`src/rtl/sevenseg_ctrl.sv`:
```
// N-digit seven-segment controller: hex display, sequential double-dabble
// decimal conversion, leading-zero blanking, per-digit blink and overflow dash.
module sevenseg_ctrl #(
   parameter int DIGITS     = 8,
   parameter int DATA_W     = 32,
   parameter int BLINK_DIV  = 25000000,
   parameter bit ACTIVE_LOW = 1'b1
) (
   input  logic                clk,
   input  logic                reset,
   input  logic                wr_en,
   input  logic [DATA_W-1:0]   wr_data,
   input  logic                mode,
   input  logic                blank_lz,
   input  logic [DIGITS-1:0]   blink_mask,
   output logic                busy,
   output logic                overflow,
   output logic [7*DIGITS-1:0] seg_out,
   output logic                dbg_state
);

   // Handshake: wr_en is taken on a rising edge only while busy is 0 (state IDLE).
   // busy rises after an accepted decimal write and falls on the edge that loads the
   // result; any write seen while busy is 1, including on that falling edge, is dropped.

   localparam int HEX_W   = 4 * DIGITS;
   localparam int BCD_MIN = (DATA_W + 2) / 3;
   localparam int BCD_N   = ((BCD_MIN > DIGITS) ? BCD_MIN : DIGITS) + 1;
   localparam int BCD_W   = 4 * BCD_N;
   localparam int SC_W    = $clog2(DATA_W);
   localparam int BC_W    = $clog2(BLINK_DIV);
   localparam logic [SC_W-1:0] LAST_SHIFT = SC_W'(DATA_W - 1);
   localparam logic [BC_W-1:0] LAST_BLINK = BC_W'(BLINK_DIV - 1);
   localparam logic [6:0] GLYPH_BLANK = 7'b1111111;
   localparam logic [6:0] GLYPH_DASH  = 7'b0111111;
   localparam logic [6:0] SEG_OFF     = ACTIVE_LOW ? 7'b1111111 : 7'b0000000;
   localparam bit HEX_TRUNC = (DATA_W > HEX_W);

   typedef enum logic {S_IDLE, S_CONV} state_t;

   state_t               r_state;
   logic [DATA_W-1:0]    r_bin;
   logic [BCD_W-1:0]     r_bcd;
   logic [SC_W-1:0]      r_shift;
   logic [HEX_W-1:0]     r_dig;
   logic                 r_shown;
   logic                 r_dash;
   logic                 r_busy;
   logic                 r_ovf;
   logic [BC_W-1:0]      r_blink_cnt;
   logic                 r_phase;
   logic [7*DIGITS-1:0]  r_seg;

   logic [HEX_W-1:0]     w_hex;
   logic [BCD_W-1:0]     w_bcd_adj;
   logic [BCD_W-1:0]     w_bcd_next;
   logic                 w_dec_ovf;
   logic [7*DIGITS-1:0]  w_seg;
   logic                 w_allz;
   logic [6:0]           w_glyph;

   function automatic logic [6:0] f_glyph(input logic [3:0] d);
      case (d)
         4'h0:    f_glyph = 7'b1000000;
         4'h1:    f_glyph = 7'b1111001;
         4'h2:    f_glyph = 7'b0100100;
         4'h3:    f_glyph = 7'b0110000;
         4'h4:    f_glyph = 7'b0011001;
         4'h5:    f_glyph = 7'b0010010;
         4'h6:    f_glyph = 7'b0000010;
         4'h7:    f_glyph = 7'b1111000;
         4'h8:    f_glyph = 7'b0000000;
         4'h9:    f_glyph = 7'b0010000;
         4'hA:    f_glyph = 7'b0001000;
         4'hB:    f_glyph = 7'b0000011;
         4'hC:    f_glyph = 7'b1000110;
         4'hD:    f_glyph = 7'b0100001;
         4'hE:    f_glyph = 7'b0000110;
         default: f_glyph = 7'b0001110;
      endcase
   endfunction

   generate
      if (DATA_W >= HEX_W) begin : g_hex_trunc
         assign w_hex = wr_data[HEX_W-1:0];
      end else begin : g_hex_ext
         assign w_hex = {{(HEX_W - DATA_W){1'b0}}, wr_data};
      end
   endgenerate

   // One double-dabble step: add 3 to every digit >= 5, then shift in the next bit.
   always_comb begin
      w_bcd_adj = r_bcd;
      for (int i = 0; i < BCD_N; i++) begin
         if (r_bcd[4*i +: 4] >= 4'd5) w_bcd_adj[4*i +: 4] = r_bcd[4*i +: 4] + 4'd3;
      end
   end

   assign w_bcd_next = {w_bcd_adj[BCD_W-2:0], r_bin[DATA_W-1]};
   assign w_dec_ovf  = |{w_bcd_adj[BCD_W-1], w_bcd_next[BCD_W-1:HEX_W]};

   // Priority per digit: unwritten/blink blank, then overflow dash, then zero blanking.
   always_comb begin
      w_seg   = '0;
      w_allz  = 1'b1;
      w_glyph = GLYPH_BLANK;
      for (int k = DIGITS - 1; k >= 0; k--) begin
         w_allz = w_allz & (r_dig[4*k +: 4] == 4'd0);
         if (!r_shown || (r_phase && blink_mask[k]))
            w_glyph = GLYPH_BLANK;
         else if (r_dash)
            w_glyph = GLYPH_DASH;
         else if (blank_lz && w_allz && (k > 0))
            w_glyph = GLYPH_BLANK;
         else
            w_glyph = f_glyph(r_dig[4*k +: 4]);
         w_seg[7*k +: 7] = ACTIVE_LOW ? w_glyph : ~w_glyph;
      end
   end

   always_ff @(posedge clk) begin
      if (reset) begin
         r_state     <= S_IDLE;
         r_bin       <= '0;
         r_bcd       <= '0;
         r_shift     <= '0;
         r_dig       <= '0;
         r_shown     <= 1'b0;
         r_dash      <= 1'b0;
         r_busy      <= 1'b0;
         r_ovf       <= 1'b0;
         r_blink_cnt <= '0;
         r_phase     <= 1'b0;
         r_seg       <= {DIGITS{SEG_OFF}};
      end else begin
         r_seg <= w_seg;
         if (r_blink_cnt == LAST_BLINK) begin
            r_blink_cnt <= '0;
            r_phase     <= ~r_phase;
         end else begin
            r_blink_cnt <= r_blink_cnt + BC_W'(1);
         end
         case (r_state)
            S_IDLE: begin
               if (wr_en && mode) begin
                  r_bin   <= wr_data;
                  r_bcd   <= '0;
                  r_shift <= '0;
                  r_busy  <= 1'b1;
                  r_state <= S_CONV;
               end else if (wr_en) begin
                  r_dig   <= w_hex;
                  r_shown <= 1'b1;
                  r_dash  <= 1'b0;
                  r_ovf   <= HEX_TRUNC;
               end
            end
            S_CONV: begin
               r_bin   <= r_bin << 1;
               r_bcd   <= w_bcd_next;
               r_shift <= r_shift + SC_W'(1);
               if (r_shift == LAST_SHIFT) begin
                  r_dig   <= w_bcd_next[HEX_W-1:0];
                  r_shown <= 1'b1;
                  r_dash  <= w_dec_ovf;
                  r_ovf   <= w_dec_ovf;
                  r_busy  <= 1'b0;
                  r_state <= S_IDLE;
               end
            end
            default: r_state <= S_IDLE;
         endcase
      end
   end

   assign busy      = r_busy;
   assign overflow  = r_ovf;
   assign seg_out   = r_seg;
   assign dbg_state = r_state;

endmodule

```
`config.mk`:
```
export PLATFORM = sky130hd
export DESIGN_NAME = sevenseg_ctrl
export DESIGN_NICKNAME = d
export VERILOG_FILES = /design/src/rtl/sevenseg_ctrl.sv
export SDC_FILE = /design/constraint.sdc
export NUM_CORES = 1
export LEC_CHECK = 0
export ABC_CLOCK_PERIOD_IN_PS = 5150
export CAP_MARGIN = 20
export CORE_MARGIN = 3
export CORE_UTILIZATION = 65
export CTS_BUF_LIST = sky130_fd_sc_hd__clkbuf_8
export DETAILED_ROUTE_END_ITERATION = 12
export GPL_TIMING_DRIVEN = 0
export PLACE_DENSITY = 0.85
export SYNTH_ARGS = -nofsm -noshare
export SYNTH_HDL_FRONTEND = slang
export SYNTH_SLANG_ARGS = --single-unit
```
`constraint.sdc`:
```
create_clock -name clk -period 5.15 [get_ports clk]
set_input_delay 1.03 -clock clk [delete_from_list [all_inputs] [get_ports clk]]
set_output_delay 1.03 -clock clk [all_outputs]
set_load 0.03 [all_outputs]
```
==> results.md, run 1 <==
- Clock Skew: 0.03355 ns
- First-pass GRT wire length: 53360 um
- Yosys reg bits: 259
- Setup crit end kind: flip-flop
- Initial antenna violation count: 0
- Hold bufs inserted after CTS: 0
- Largest net degree at the start of global routing: 11
- Final ANT Viol Nets: 0
- Crit path max fanout: 10
- Num CTS Buffers: 42
- Share of layout cells above drive strength 1: 8.365%
- Chip Height: 144.3 um
- Setup TNS: 0 ns
- Placed cell count: 1758
- RSZ-0062 raised after global routing: false
- Clk sink count: 259
- Final instance area: 14710 sq um
- Area Growth Syn to Fin: 18.28%
- Root Driver: clkbuf_8
- Wire length on met3: 3481 um
- Vias in the first global route: 10.72k
- Pwr dens: 329.8 nW/um^2
- Mapped Cells: 1427
- Synth top area cells: dfxtp_1, ha_1, a21oi_1, mux2i_1, nand2_1
- Syn_nets: 1547
- Synth cell types: 62
- Top_reg_cell synth: dfxtp_1
- Number of enable flip-flop cells after synthesis: 0
- Final setup viols: 0
- Router iterations before antenna repair: 6
- Area of the multi-input gates: 6520 sq um
- Layout Cells excl Fill: 1831
- Final wirelength: 34040 um
- Total chip power: 4.852 mW
- DR top layer: met4
- # fillers: 1253
- Yosys warnings: 0
- Vias/cell: 6.155
- Peak supply drop: 0.2052 mV
- Final period util: 74.38%
- Starting density of the core: 67.62%
- Dpl ws: 0.8828 ns
- Metal1 wirelength: 13220 um
- Placer Congestion: 1.002
- Ys async rst share: 0%
- Crit path DAT: 4.22 ns
- Status: finished clean
- Leak: 5.670 nW
- Startpoint types: primary input
- Setup repair bufs after CTS: 0
- Die area: 20830 sq um
- Setup ws final: 1.320 ns
- Dpl hpwl: 24010 um
- ANT cells: 0
- CTS tree: done
- Synth top area share: 41.69%
- Total GRT Usage: 31.97%
- Min cycle time layout: 3.830 ns
- Most numerous cell in the Yosys netlist: dfxtp_1
- Max Root-Sink Buffers: 3
- Storage element area: 5185 sq um
- Nets: 1693
- I/O Buffers: 101
- Rel. slew slack: 31.18%
- Max-slew violations: 0
- Die W: 144.3 um
- Register area share after synthesis: 41.69%
- # DRC: 0
- Tightest Pin Transition: 1.023 ns
- CTS HTree Levels: 2
- Syn avg cell area: 8.715 sq um
- Required time of the critical path: 5.54 ns
- Max Cap Viol: 0
- Kind of critical path: in2reg
- # rows: 49
- Worst Hold Class: reg2reg
- Clock Latency Late Sink: 0.56 ns
- Synth Cell Area: 12440 sq um
- Vias: 11.27k
- Wirelength per Cell: 18.59 um
- Final hold viol count: 0
- GR Overflow Total: 0
- Placed inst area: 13740 sq um
- Core box area: 18390 sq um
- CTS clk-pin slew, worst paths: 0.06 ns
- Met2 Wirelength: 15680 um
- Yosys top cell by area: dfxtp_1
- Fmax: 0.2611 GHz
- PostCTS Resize Cnt: 0
- Drt initial violations: 1006
- Commonest cells post-synth: dfxtp_1, nand2_1, nor2_1
- I/O Pins: 104
final timing paths:
check                           startpoint     endpoint  slack, ns  depth (start not counted)
worst max-delay path                 reset   r_shift[0]       1.32                          6
worst min-delay path             flip-flop  seg_out[25]       0.40                          1
worst max register to register  r_shift[0]    flip-flop       1.54                         14
worst min register to register   flip-flop  seg_out[25]       0.40                          1
layout by cell type, fill, tap and decap left out, types with 14 or more instances in the layout:
master	n
and3_1	14
o22ai_1	26
inv_1	81
nand2b_1	45
a31oi_1	18
ha_1	75
a21oi_1	124
o21ai_0	41
nand3_1	72
xnor2_1	25
mux2i_1	62
clkbuf_1	56
nor3_1	14
nand2_1	131
nor2_1	131
xor2_1	18
dfxtp_1	259
clkbuf_8	53
clkdlybuf4s50_1	101
critical path, stage by stage:
cell	delay, ns
clkdlybuf4s50_1	0.61
clkbuf_1	0.73
clkbuf_1	0.57
clkbuf_1	0.51
clkbuf_1	0.63
nor2_1	0.12
where the power goes:
group / switching [mW] / leakage, nW / internal (mW)
Sequential: 0.0359 / 2.11 / 2.11
Clock: 0.819 / 0.528 / 1.23
Combinational: 0.412 / 3.03 / 0.246
Total: 1.27 / 5.67 / 3.59
per-layer routing:
layer / global-route usage, % / vias to the layer above
li1: - / 5266
met1: 39.32 / 5244
met2: 52.60 / 618
met3: 7.870 / 142
met4: 15.51 / 0
met5: 0 / -
through the flow:
stage	util, %	hold slack [ns]
2_1_floorplan	-	0.3846
3_3_place_gp	74.67	0.3886
3_5_place_dp	74.69	0.3916
4_1_cts	79.98	0.4011
5_1_grt	79.98	0.4191
6_report	79.98	0.4043
cell families (layout without fill, tap and decap cells):
kind of cell | count (synthesis) | in the layout | share of synthesized area [%]
AO/OA/AOI/OAI | 322 | 322 | 17.30
multiplexers | 64 | 64 | 5.171
buffers and inverters | 168 | 343 | 5.885
flip-flops | 259 | 259 | 41.69
adder cells (fa/ha/maj) | 75 | 75 | 7.545
XOR/XNOR | 43 | 43 | 3.028
AND/OR/NAND/NOR | 496 | 496 | 19.38
final cells by class:
class	instances	area share [%]
Buffer	87	2.909
Clock buffer	53	4.959
Clock inverter	20	1.650
Inverter	81	2.067
Multi-Input combinational cell	1000	44.32
Sequential cell	259	35.25
Tap cell	229	1.948
Timing Repair Buffer	102	6.898
No activity file was read; power rests on OpenSTA's default activity.
==> inputs of run 2 (changes only) <==
==> config.mk (replaced) <==
export PLATFORM = sky130hd
export DESIGN_NAME = sevenseg_ctrl
export DESIGN_NICKNAME = d
export VERILOG_FILES = /design/src/rtl/sevenseg_ctrl.sv
export SDC_FILE = /design/constraint.sdc
export NUM_CORES = 1
export LEC_CHECK = 0
export ABC_CLOCK_PERIOD_IN_PS = 3600
export CAP_MARGIN = 20
export CORE_MARGIN = 3
export CORE_UTILIZATION = 60
export CTS_BUF_LIST = sky130_fd_sc_hd__clkbuf_8
export DETAILED_ROUTE_END_ITERATION = 12
export GPL_TIMING_DRIVEN = 0
export PLACE_DENSITY = 0.79
export SYNTH_ARGS = -nofsm -noshare
export SYNTH_HDL_FRONTEND = slang
export SYNTH_SLANG_ARGS = --single-unit
==> constraint.sdc (replaced) <==
create_clock -name clk -period 3.6 [get_ports clk]
set_input_delay 0.72 -clock clk [delete_from_list [all_inputs] [get_ports clk]]
set_output_delay 0.72 -clock clk [all_outputs]
set_load 0.03 [all_outputs]
==> run 2 against run 1 <==
Clock skew decreased by 0.010 ns. Global-route usage decreased by 3.3 points. Worst setup slack got worse by 1.2 ns. Critical endpoint is now dbg_state. Worst hold slack got worse by 0.014 ns. Sequential share of layout area about the same. Sequential power increased by 43%. Cell count increased by 2.4%. Routed wire length decreased by 4.6%. Clock-buffer cell count increased by 2. Critical path type unchanged.
==> results.md, run 2 (synthesized netlist as in run 1, its figures left out) <==
- Required time of the critical path: 4.01 ns (-1.53 ns)
- PostCTS Resize Cnt: 0 (unchanged)
- Wirelength per Cell: 17.31 um (-6.9%)
- Met3 GRT Util: 5.572% (-2.3 points)
- Router iterations before antenna repair: 5 (-1)
- CTS clk-pin slew, worst paths: 0.06 ns (about the same)
- Setup repair bufs after CTS: 0 (unchanged)
- Status: finished clean
- RSZ-0062 raised after global routing: false
- Final instance area: 14720 sq um (about the same)
- Vias/cell: 5.854 (-4.9%)
- Area Growth Syn to Fin: 18.36% (about the same)
- Vias: 10.98k (-2.6%)
- Storage element area: 5185 sq um (unchanged)
- I/O Pins: 104 (unchanged)
- Setup crit end kind: flip-flop
- # DRC: 0 (unchanged)
- Starting density of the core: 61.27% (-6.4 points)
- ANT cells: 0 (unchanged)
- # fillers: 1575 (+26%)
- Final period util: 97.54%
- GR Overflow Total: 0 (unchanged)
- Clk sink count: 259 (unchanged)
- Largest net degree at the start of global routing: 12 (+1)
- Peak supply drop: 0.2833 mV (+38%)
- Die W: 150.0 um (+3.9%)
- First-pass GRT wire length: 52190 um (-2.2%)
- GRT Max-Usage Layer: met2
- Rel. slew slack: 24.01% (-7.2 points)
- Placed inst area: 13790 sq um (+0.36%)
- Hold bufs inserted after CTS: 0 (unchanged)
- Clock Latency Late Sink: 0.57 ns (about the same)
- Placed cell count: 1798 (+2.3%)
- Nets: 1694 (+0.059%)
- Final wirelength: 32460 um (-4.6%)
- # rows: 52 (+6.1%)
- Leak: 5.661 nW (-0.15%)
- Setup TNS: 0 ns (unchanged)
- Min cycle time layout: 3.512 ns
- Kind of critical path: in2reg
- Total chip power: 6.687 mW (+38%)
- Area of the multi-input gates: 6546 sq um (+0.40%)
- Commonest cells after routing, fill and taps aside: dfxtp_1, nor2_1, nand2_1
- Total GRT Usage: 28.65% (-3.3 points)
- Worst R2R Setup Slack: 0.23 ns (-1.31 ns)
- Most common cell after layout, fill and taps aside: dfxtp_1
- Die area: 22490 sq um (+8.0%)
- Tightest Pin Transition: 1.137 ns (+0.1141 ns)
- Fmax: 0.2848 GHz
- Setup ws final: 0.08846 ns (-1.231 ns)
- Drt initial violations: 926 (-8.0%)
- Worst Hold Class: reg2reg
- Layout Cells excl Fill: 1875 (+2.4%)
- Clock Skew: 0.02317 ns (-0.01038 ns)
- GRT met2 Usage: 45.84% (-6.8 points)
- Dpl ws: -0.3806 ns (-1.263 ns)
- Final setup viols: 0 (unchanged)
- Final hold viol count: 0 (unchanged)
- Startpoint types: primary input
- Core box area: 20300 sq um (+10%)
- Max Root-Sink Buffers: 3 (unchanged)
- Final ANT Viol Nets: 0 (unchanged)
- Pwr dens: 454.2 nW/um^2 (+38%)
- Crit path DAT: 3.92 ns (-0.30 ns)
- Max Cap Viol: 0 (unchanged)
- Initial antenna violation count: 0 (unchanged)
- Crit path max fanout: 10 (unchanged)
- CTS HTree Levels: 2 (unchanged)
- Met1 usage: 37.91% (-1.4 points)
- Chip Height: 150.0 um (+3.9%)
- Max-slew violations: 0 (unchanged)
- I/O Buffers: 101 (unchanged)
- Vias in the first global route: 10.45k (-2.5%)
- CTS tree: done
- Placer Congestion: 0.9498 (-5.2%)
- Share of layout cells above drive strength 1: 8.411% (+0.047 points)
- Root Driver: clkbuf_8
- Dpl hpwl: 23630 um (-1.6%)
- Num CTS Buffers: 43 (+2.4%)
run 2: power breakdown:
group	total (mW)	internal, mW	switching, mW
clock	2.68	1.52	1.17
sequential	3.07	3.02	0.0517
combinational	0.929	0.354	0.576
run 2: metrics by stage:
stage	utilization [%]	hold slack, ns
floorplan	-	0.3846
global route	72.52	0.4155
CTS	72.37	0.3883
finish	72.52	0.3902
detailed placement	67.92	0.3922
global placement	67.91	0.3881
run 2: final cells by class:
cell class	instances	area share (%)
clock buffer	55	5.142
inverter	81	2.065
sequential	259	35.22
multi-input combinational	1000	44.47
tap	270	2.295
timing repair buffer	102	6.902
buffer	87	2.907
clock inverter	21	0.9945
run 2: layer usage:
metal  share of wire [%]  wire, um
met4                 3.0       974
met1                  41     13360
met3                  10      3243
met2                  46     14880
met5                   0         0
run 2: path summary, 6_finish.rpt:
path / endpoint / from / cells after the start
worst max register to register: flip-flop / dbg_state / 10
worst min-delay path: seg_out[31] / flip-flop / 1
worst min register to register: seg_out[31] / flip-flop / 1
worst max-delay path: dbg_state / reset / 6
run 2: critical path: stages:
cell and delay, ns:
clkdlybuf4s50_1 0.66, clkbuf_1 0.63, clkbuf_1 0.61, clkbuf_1 0.57
clkbuf_1 0.61, nor2_1 0.11
==> patch: new RTL, settings of run 2 <==
The parameter `BLINK_DIV` goes from 25000000 to 12500000.
--- a/src/rtl/sevenseg_ctrl.sv
+++ b/src/rtl/sevenseg_ctrl.sv
@@ -5,3 +5,3 @@
    parameter int DATA_W     = 32,
-   parameter int BLINK_DIV  = 25000000,
+   parameter int BLINK_DIV  = 12500000,
    parameter bit ACTIVE_LOW = 1'b1
Behaviour: same outputs for any inputs over 4 cycles, from zero or initial values and one cycle with reset high; that may be too few to reach the edited logic, so the function may still have changed.
==> patch against run 2 <==
Synthesized cell count rose by 0.70%. Critical path depth is 4 higher. Power fell by 1.2%. Largest power group unchanged. Highest routed layer unchanged. Design area decreased by 0.40%. Clock power is 3% lower. Sequential cell count shrank 1. Worst hold slack improved by 0.013 ns. Synthesized area barely moved. Register-to-register slack worse by 0.05 ns. Routed wire length decreased by 1.1%. Setup slack gained 0.089 ns.
==> patch: results (changes against run 2) <==
Finish
The number of cells in the finished layout apart from fillers is 1885 (+0.53%). The share of layout cells above drive strength 1 is 9.16% (+0.75 points). The count of antenna diodes in the layout is 0 (unchanged).

The final net count is 1704 (+0.59%).

Placed design
The detailed-placement wirelength estimate is 23.0 mm (-2.6%). The total placed cells including tap cells is 1808 (+0.56%). The cell area after placement is 13800 sq um (-0.11%). The routability-driven placement congestion ratio came to 0.967 (+1.8%). The pre-CTS setup slack is 0.141 ns (+0.522 ns). The number of buffers inserted by port buffering is 100 (-0.99%).

Power
The net switching power is 1.80 mW (+0.53%). The leakage power of the design is 5.61 nW (-0.89%). The worst ir drop on vdd came to 0.289 mV (+2.0%).

Routing
The length of routed met3 wiring came to 3.08 mm (-5.2%). The total number of vias was 10971 (-0.046%). The total wirelength of the detailed-routed design is 32.1 mm (-1.1%).

The number of optimization iterations in the first detailed-route pass is 6 (+1). The starting DRC count in detailed routing came to 1206 (+30%). The post-route met1 wirelength is 14.0 mm (+4.7%).

The length of routed met2 wiring is 14.3 mm (-3.7%).

CTS
The number of cells upsized or downsized after cts is 0 (unchanged). The clock latency on the worst-skew pair was 0.57 ns (about the same). The maximum clock path buffer count is 3 (unchanged).

Setup path
The delay of the slowest cell on the worst path is 0.54 ns (-0.12 ns). The element type at the critical path start is a flip-flop. The maximum fanout count along the critical path is 10 (unchanged).

The critical path data arrival time is 3.84 ns (-0.08 ns). The cell with the biggest individual delay on the critical path is a311oi_2.

Global routing
The global-route wire length before repair is 51.0 mm (-2.2%). The initial antenna violation count is 0 (unchanged). The via count of the first global-routing pass is 10166 (-2.8%). The global-route total usage across every layer was 27.9% (-0.78 points). The maximum number of pins on one net before global-route repair was 12 (unchanged).

Yosys
The number of nets in the synthesized netlist is 1557 (+0.65%). The number of synthesis warnings is 0 (unchanged). The synthesized area per cell is 8.65 sq um (-0.77%).

Ranked by instance count, the synthesized netlist is headed by 258 x dfxtp_1, 141 x nand2_1, 140 x nor2_1. The distinct cell type count of the synthesized netlist was 62 (unchanged). In the post-synthesis netlist, the biggest area contributors are dfxtp_1 42%, ha_1 7.6%, mux2i_1 5.2%. The share of synthesized area occupied by flip-flops and latches came to 41.6% (-0.13 points).

Min path
The path class of the lowest-slack min-delay path is reg -> reg. The hold-critical path depth came to 1 (unchanged).

Outcome
The run finished with clean final reports.

Timing
The setup skew after layout is 0.0312 ns (+0.00804 ns). The transition at the pin with the smallest max-transition slack was 0.876 ns (-0.261 ns).
==> patch: cell count changes in the layout (fill, tap and decap cells not counted), moves of 9 or more <==
cell | before | now
a311oi_2 | 4 | 13
nand2_1 | 130 | 141
buf_2 | 10 | 21
xor2_1 | 18 | 7
xnor2_1 | 25 | 34
buf_6 | 11 | 2
nor2_1 | 131 | 140
==> patch: final cells by class <==
class	instances	area, sq um
multi-input cells	1008	6520
fillers	1605	5640
clock buffers	58	798
well taps	270	338
inverters	83	318
repair buffers	102	1010
flip-flops and latches	258	5160
clock inverters	18	86.3
plain buffers	88	423
==> patch: logic make-up after synthesis <==
| logic type | Yosys count | synth area share (%) |
|---|---|---|
| xor gates and xnor gates | 41 | 2.89 |
| muxes | 64 | 5.15 |
| AOI/OAI and AO/OA | 316 | 17.0 |
| DFF | 258 | 41.6 |
| buffers and inverters | 171 | 5.96 |
| and+or+nand+nor | 512 | 19.9 |
| adders and majority gates | 75 | 7.55 |
==> patch: final timing paths <==
kind / from / endpoint / slack, ns
worst max-delay path: dbg_state / flip-flop / 0.18
worst min-delay path: flip-flop / seg_out[42] / 0.40
worst max register to register: dbg_state / flip-flop / 0.18
worst min register to register: flip-flop / seg_out[42] / 0.40
==> patch: per-layer routing <==
metal	global-route usage [%]	vias to the layer above
met1	38.7	5072
met2	44.1	513
met5	0	-
met3	5.18	64
li1	-	5322
met4	8.74	0
==> patch: critical path, delay by kind of cell (launching register included) <==
| kind | cells | cell delay [ns] |
|---|---|---|
| DFF | 1 | 0.35 |
| and+or+nand+nor | 2 | 0.59 |
| AOI/OAI and AO/OA | 2 | 0.63 |
| buffers and inverters | 5 | 1.46 |
| adders and majority gates | 1 | 0.25 |
==> patch: metrics by stage <==
| step | hold slack (ns) | total power, mW |
|---|---|---|
| 2_1_floorplan | 0.386 | 3.72 |
| 3_3_place_gp | 0.388 | 4.01 |
| 3_5_place_dp | 0.394 | 4.03 |
| 4_1_cts | 0.406 | 6.61 |
| 5_1_grt | 0.421 | 6.85 |
| 6_report | 0.403 | 6.61 |
==> patch: power groups by stage <==
stage	logic [mW]	registers, mW	clock network [mW]
after global placement	0.887	3.12	0
after CTS	0.913	3.06	2.63
after detailed placement	0.907	3.12	0
after global routing	1.00	3.07	2.77
final	0.928	3.06	2.61
after floorplan	0.547	3.17	0
